--- config.mk ---
export PLATFORM = sky130hd
export DESIGN_NAME = sram_responder
export DESIGN_NICKNAME = d
export VERILOG_FILES = /design/src/rtl/sram_responder.sv
export SDC_FILE = /design/constraint.sdc
export NUM_CORES = 2
export LEC_CHECK = 0
export CORE_MARGIN = 1.5
export CORE_UTILIZATION = 59
export CTS_BUF_LIST = sky130_fd_sc_hd__clkbuf_2 sky130_fd_sc_hd__clkbuf_4 sky130_fd_sc_hd__clkbuf_8
export CTS_CLUSTER_DIAMETER = 100
export DETAILED_ROUTE_END_ITERATION = 10
export DONT_BUFFER_PORTS = 1
export PLACE_DENSITY = 0.78
export SETUP_SLACK_MARGIN = 0.02
export SLEW_MARGIN = 20
export SYNTH_ARGS = -nofsm -noshare
export SYNTH_HDL_FRONTEND = slang
export SYNTH_SLANG_ARGS = --single-unit
--- constraint.sdc ---
create_clock -name soc_clk -period 3.92 [get_ports soc_clk]
set_clock_uncertainty 0.15 [all_clocks]
set_input_delay 0.98 -clock soc_clk [delete_from_list [all_inputs] [get_ports soc_clk]]
set_output_delay 0.98 -clock soc_clk [all_outputs]
set_load 0.05 [all_outputs]
--- src/rtl/sram_responder.sv ---
// rtl/sram_responder.sv - MMU-facing 128x32 on-chip SRAM responder with wait states
//
// Purpose: serves single read/write requests from the MMU. A request starts on a
// rising edge of read_pulse or write_pulse. It completes after WAIT_CYCLES wait
// states, and completion is flagged by a one-cycle SRAM_ready.
//
// Ports:
//   soc_clk, soc_rst    clock; synchronous active-high reset
//   SRAM_addr_sel       word address (ADDR_W bits)
//   SRAM_byte_sel       byte-lane enables, bit i covers data bits [8i+7:8i]
//   SRAM_dat_in         write data
//   read_pulse          read request, rising-edge triggered
//   write_pulse         write request, rising-edge triggered
//   SRAM_dat_out        read data, holds until the next read completes
//   SRAM_ready          one-cycle completion strobe
//   SRAM_busy           high while an access is in flight
//   SRAM_err            one-cycle error strobe
//   parity_inject_n     (SRAM_RESP_PARITY_EN only) active-low; when low at write
//                       capture, the stored parity bits are inverted
//
// Optional feature macro: SRAM_RESP_PARITY_EN (per-lane even parity).
module sram_responder #(
  parameter int ADDR_W      = 7,
  parameter int WAIT_CYCLES = 2
) (
  input  logic              soc_clk,
  input  logic              soc_rst,
  input  logic [ADDR_W-1:0] SRAM_addr_sel,
  input  logic [3:0]        SRAM_byte_sel,
  input  logic [31:0]       SRAM_dat_in,
  input  logic              read_pulse,
  input  logic              write_pulse,
`ifdef SRAM_RESP_PARITY_EN
  input  logic              parity_inject_n,
`endif
  output logic [31:0]       SRAM_dat_out,
  output logic              SRAM_ready,
  output logic              SRAM_busy,
  output logic              SRAM_err
);

  localparam int         DEPTH    = 1 << ADDR_W;
  localparam logic [3:0] LAST_CNT = (WAIT_CYCLES > 0) ? 4'(WAIT_CYCLES - 1) : 4'd0;

  typedef enum logic [1:0] {IDLE, WAIT, DONE} state_t;

  state_t            state;
  logic [3:0]        cnt;
  logic              rd_hist;
  logic              wr_hist;
  logic              lat_wr;
  logic [ADDR_W-1:0] lat_addr;
  logic [3:0]        lat_be;
  logic [31:0]       lat_dat;
  logic [31:0]       mem [DEPTH];

  logic              rd_rise;
  logic              wr_rise;
  logic              start;
  logic              dual;

  assign rd_rise = read_pulse & ~rd_hist;
  assign wr_rise = write_pulse & ~wr_hist;
  assign start   = (state == IDLE) & (rd_rise ^ wr_rise);
  assign dual    = (state == IDLE) & rd_rise & wr_rise;

  // Access strobe and operands. With no wait states the access happens on the
  // capture edge itself, so the live inputs are used instead of the latches.
  logic              acc_go;
  logic              acc_wr;
  logic [ADDR_W-1:0] acc_addr;
  logic [3:0]        acc_be;
  logic [31:0]       acc_dat;
  logic [31:0]       acc_mask;
  logic [31:0]       rd_word;

  always_comb begin
    acc_go   = 1'b0;
    acc_wr   = lat_wr;
    acc_addr = lat_addr;
    acc_be   = lat_be;
    acc_dat  = lat_dat;
    if (WAIT_CYCLES == 0) begin
      acc_go   = start;
      acc_wr   = wr_rise;
      acc_addr = SRAM_addr_sel;
      acc_be   = SRAM_byte_sel;
      acc_dat  = SRAM_dat_in;
    end else begin
      acc_go   = (state == WAIT) && (cnt == LAST_CNT);
    end
    acc_mask = 32'd0;
    for (int i = 0; i < 4; i++) begin
      acc_mask[8*i +: 8] = {8{acc_be[i]}};
    end
  end

  assign rd_word = mem[acc_addr];

  // Array is never cleared; a write aborted by reset never reaches this edge.
  always_ff @(posedge soc_clk) begin
    if (!soc_rst && acc_go && acc_wr) begin
      mem[acc_addr] <= (mem[acc_addr] & ~acc_mask) | (acc_dat & acc_mask);
    end
  end

`ifdef SRAM_RESP_PARITY_EN
  logic       lat_inj_n;
  logic       acc_inj_n;
  logic [3:0] par_mem [DEPTH];
  logic [3:0] new_par;
  logic [3:0] par_bad;
  logic       perr_q;

  always_comb begin
    acc_inj_n = (WAIT_CYCLES == 0) ? parity_inject_n : lat_inj_n;
    new_par   = 4'd0;
    par_bad   = 4'd0;
    for (int i = 0; i < 4; i++) begin
      new_par[i] = (^acc_dat[8*i +: 8]) ^ ~acc_inj_n;
      par_bad[i] = (^rd_word[8*i +: 8]) ^ par_mem[acc_addr][i];
    end
  end

  always_ff @(posedge soc_clk) begin
    if (!soc_rst && acc_go && acc_wr) begin
      par_mem[acc_addr] <= (par_mem[acc_addr] & ~acc_be) | (new_par & acc_be);
    end
  end

  // Parity result is computed at the access edge and reported with SRAM_ready.
  always_ff @(posedge soc_clk) begin
    if (soc_rst) begin
      lat_inj_n <= 1'b1;
      perr_q    <= 1'b0;
    end else begin
      if (start) lat_inj_n <= parity_inject_n;
      if (acc_go) perr_q <= !acc_wr && |(par_bad & acc_be);
    end
  end
`endif

  always_ff @(posedge soc_clk) begin
    if (soc_rst) begin
      state        <= IDLE;
      cnt          <= 4'd0;
      rd_hist      <= 1'b1;
      wr_hist      <= 1'b1;
      lat_wr       <= 1'b0;
      lat_addr     <= '0;
      lat_be       <= 4'd0;
      lat_dat      <= 32'd0;
      SRAM_dat_out <= 32'd0;
      SRAM_ready   <= 1'b0;
      SRAM_busy    <= 1'b0;
      SRAM_err     <= 1'b0;
    end else begin
      // History always tracks the pins, so a pulse held high never retriggers.
      rd_hist    <= read_pulse;
      wr_hist    <= write_pulse;
      SRAM_ready <= 1'b0;
      SRAM_err   <= 1'b0;
      if (acc_go && !acc_wr) begin
        SRAM_dat_out <= rd_word & acc_mask;
      end
      case (state)
        IDLE: begin
          if (dual) begin
            SRAM_ready <= 1'b1;
            SRAM_err   <= 1'b1;
          end else if (start) begin
            lat_wr    <= wr_rise;
            lat_addr  <= SRAM_addr_sel;
            lat_be    <= SRAM_byte_sel;
            lat_dat   <= SRAM_dat_in;
            cnt       <= 4'd0;
            SRAM_busy <= 1'b1;
            state     <= (WAIT_CYCLES > 0) ? WAIT : DONE;
          end
        end
        WAIT: begin
          cnt <= cnt + 4'd1;
          if (cnt == LAST_CNT) state <= DONE;
        end
        DONE: begin
          SRAM_ready <= 1'b1;
          SRAM_busy  <= 1'b0;
`ifdef SRAM_RESP_PARITY_EN
          SRAM_err   <= perr_q;
`endif
          state      <= IDLE;
        end
        default: state <= IDLE;
      endcase
    end
  end

endmodule

==> results.json <==
{
  "preCtsSetupSlack_ps": 84.7,
  "path_clk_slew_ps": 60,
  "synth_nets": 7556,
  "synth_seq_cells": 4190,
  "core_um2": 268000,
  "p_leak_nw": 56.2,
  "cp.required_ps": 4600,
  "setup_viol": 100,
  "holdPathStages": 2,
  "gp_congestion": 0.895,
  "crit_arrival_ps": 4670,
  "endpoint_kind": "register",
  "start_util": 0.593,
  "h-tree-depth": 6,
  "critPathMaxFanout": 104,
  "totalNegativeSetupSlack_ps": -2380,
  "worstMarginPinSlew_ps": 1170,
  "grt_antenna_before_repair": 18,
  "post-route-period-util": 1.02,
  "clk_latency_ps": 1250,
  "yosys_warnings": 0,
  "grt_pass1_wl_um": 599000,
  "hold_viol_final": 0,
  "rsz0062_at_grt": "true",
  "layout_min_cycle_time_ps": 3990,
  "dieArea_um2": 273000,
  "post_drt_wl_per_cell_um": 34.1,
  "wl_um": 422000,
  "drc_errors": 0,
  "dp_hpwl_um": 246000,
  "ys_seq_area_frac": 0.786,
  "cellPowerDensity_nw_per_um2": 521,
  "violations": "negative setup slack",
  "synth_area_um2": 159000,
  "dp_cells": 11193,
  "avgSynthCellArea_um2": 21.2,
  "post_cts_buffers": 0,
  "ant_nets": 0,
  "drive_above_1_share": 0.288,
  "grt_max_degree": 129,
  "nFillCells": 15219,
  "die_w_um": 522,
  "die_h_um": 522,
  "path_class": "reg -> reg",
  "fin_util": 0.683,
  "dr.pass1.iters": 6,
  "vias": 83257,
  "first_iter_violations": 12583,
  "status": "finished with violations",
  "overflow": 0,
  "clkSinkCount": 4190,
  "stdcell_count": 12393,
  "grt_pass1_vias": 85009,
  "ys_types": 37,
  "hp-class": "in -> reg",
  "syn-instance-count": 7507,
  "row_count": 190,
  "io_buffers": 0,
  "fin_nets": 8400,
  "hold_ws_ps": 73.5,
  "max-cap-violations": 0,
  "via_per_inst": 6.72,
  "ir_drop_v": 0.000443,
  "grt_usage": 0.312,
  "area_growth_pct": 15.1,
  "finalMaxSlewViolations": 0,
  "cts_tree": "built",
  "reg2regPathDepth": 10,
  "min_from": "soc_rst",
  "finalWorstSetupSlack_ps": -71.8,
  "cp-start-kind": "register",
  "cts_buffer_depth": 4,
  "root_buffer": "clkbuf_8",
  "fmax_mhz": 251,
  "cts_made_buffers": 637,
  "io_pins": 82,
  "slew_headroom": 0.218
}
[repair_timing]
action,CTS,global route
endpoints found under the setup margin,0,593
endpoints found under the hold margin,62,0
hold buffers,72,0
resized for setup,0,15
[area by class of cell]
type / count / area, um^2 / area share
inverters: 1 / 3.75 / 0.0000205
clock inverters: 261 / 1820 / 0.00992
clock buffers: 855 / 10500 / 0.0571
well taps: 3552 / 4440 / 0.0243
flip-flops and latches: 4190 / 125000 / 0.682
repair buffers: 640 / 8280 / 0.0453
multi-input cells: 2881 / 33100 / 0.181
diodes: 13 / 32.5 / 0.000178
[per-layer routing]
layer	vias up	global-route usage	part of all wire
met5	-	0	0.000092
met4	6	0.193	0.070
met3	1222	0.0721	0.13
met2	6441	0.482	0.47
met1	42416	0.406	0.33
li1	33172	-	-
[report_power, final]
group / internal (mW) / switching [mW] / leakage, nW
Sequential: 51.9 / 0.0755 / 37.6
Combinational: 2.36 / 5.90 / 12.1
Clock: 18.0 / 17.0 / 6.48
[flip-flops by register name, indices dropped and copies added, names as in the netlist, named ones only]
register	count
acc_wr	1
SRAM_err	1
acc_dat	32
SRAM_busy	1
wr_hist	1
cnt	4
acc_be	4
SRAM_ready	1
mem	4096
acc_addr	7
rd_hist	1
SRAM_dat_out	32
state	2
[placed cells by master (no fill, tap or decap), types with 13 or more instances in the layout]
master / synthesis / final
edfxtp_1: 4096 / 4096
nor4_2: 32 / 32
clkinv_8: 0 / 14
mux2_4: 0 / 32
diode_2: 0 / 13
mux4_2: 768 / 768
nand2_2: 0 / 15
mux2i_1: 512 / 512
nor2_4: 0 / 129
buf_12: 0 / 258
a22o_1: 32 / 32
a211oi_1: 256 / 255
dlygate4sd3_1: 0 / 71
a22oi_1: 256 / 256
o22ai_1: 256 / 256
inv_12: 0 / 17
clkinv_1: 0 / 139
buf_4: 46 / 305
clkbuf_8: 0 / 645
dfxtp_1: 94 / 92
clkinv_2: 0 / 53
nand2_1: 492 / 477
a21oi_1: 47 / 47
clkbuf_4: 1 / 210
[through the flow]
step / power, mW / cell area (um^2)
4_1_cts: 95.3 / 183000
3_5_place_dp: 60.9 / 170000
6_report: 95.3 / 183000
5_1_grt: 97.6 / 183000
3_3_place_gp: 60.5 / 170000
2_1_floorplan: 56.9 / 159000
[synth_stat cells]
library cell,count,share of area
xor2_1,3,0.00017
dfxtp_1,94,0.012
nand4_1,2,0.000079
nor2b_1,14,0.00055
a22oi_1,256,0.012
buf_4,46,0.0022
nand3_1,9,0.00028
mux2_2,32,0.0023
buf_2,111,0.0035
a21oi_1,47,0.0015
nand2b_1,1,0.000039
nor3_1,5,0.00016
ha_1,2,0.00016
buf_1,34,0.00080
nor4_1,1,0.000039
or2_2,3,0.00012
nor3b_1,4,0.00019
o22ai_1,256,0.010
mux4_2,768,0.11
clkbuf_1,212,0.0050
edfxtp_1,4096,0.77
a211oi_1,256,0.012
clkbuf_4,1,0.000047
nand2_1,492,0.012
or3_1,2,0.000079
and3_1,1,0.000039
and2_1,5,0.00020
nand3b_1,3,0.00014
buf_6,31,0.0022
nor4_2,32,0.0025
and4bb_2,1,0.000079
or3b_2,1,0.000055
nor2_1,140,0.0033
mux2i_1,512,0.032
or3b_1,1,0.000055
inv_1,1,0.000024
a22o_1,32,0.0018
[kinds of logic after synthesis]
kind of cell,Yosys count,synth area share
adders and majority gates,2,0.000157
buffers and inverters,436,0.0137
AOI/OAI and AO/OA,847,0.0375
muxes,1312,0.143
DFF,4190,0.786
and+or+nand+nor,717,0.0195
xor gates and xnor gates,3,0.000165
[critical path: stages, from the launching register on]
cell	delay [ps]
dfxtp_4	410
buf_12	220
buf_12	260
mux4_2	520
a211oi_1	410
nand2_1	360
nand2_1	320
buf_4	200
nor4_2	50
mux2_4	310
buf_12	240
[final timing paths]
path | end | slack (ps)
max | mem[17][23] | -70
min | SRAM_dat_out[20] | 70
max reg2reg | mem[17][23] | -70
min reg2reg | acc_dat[29] | 310
Power figures use the tool's default switching activity.
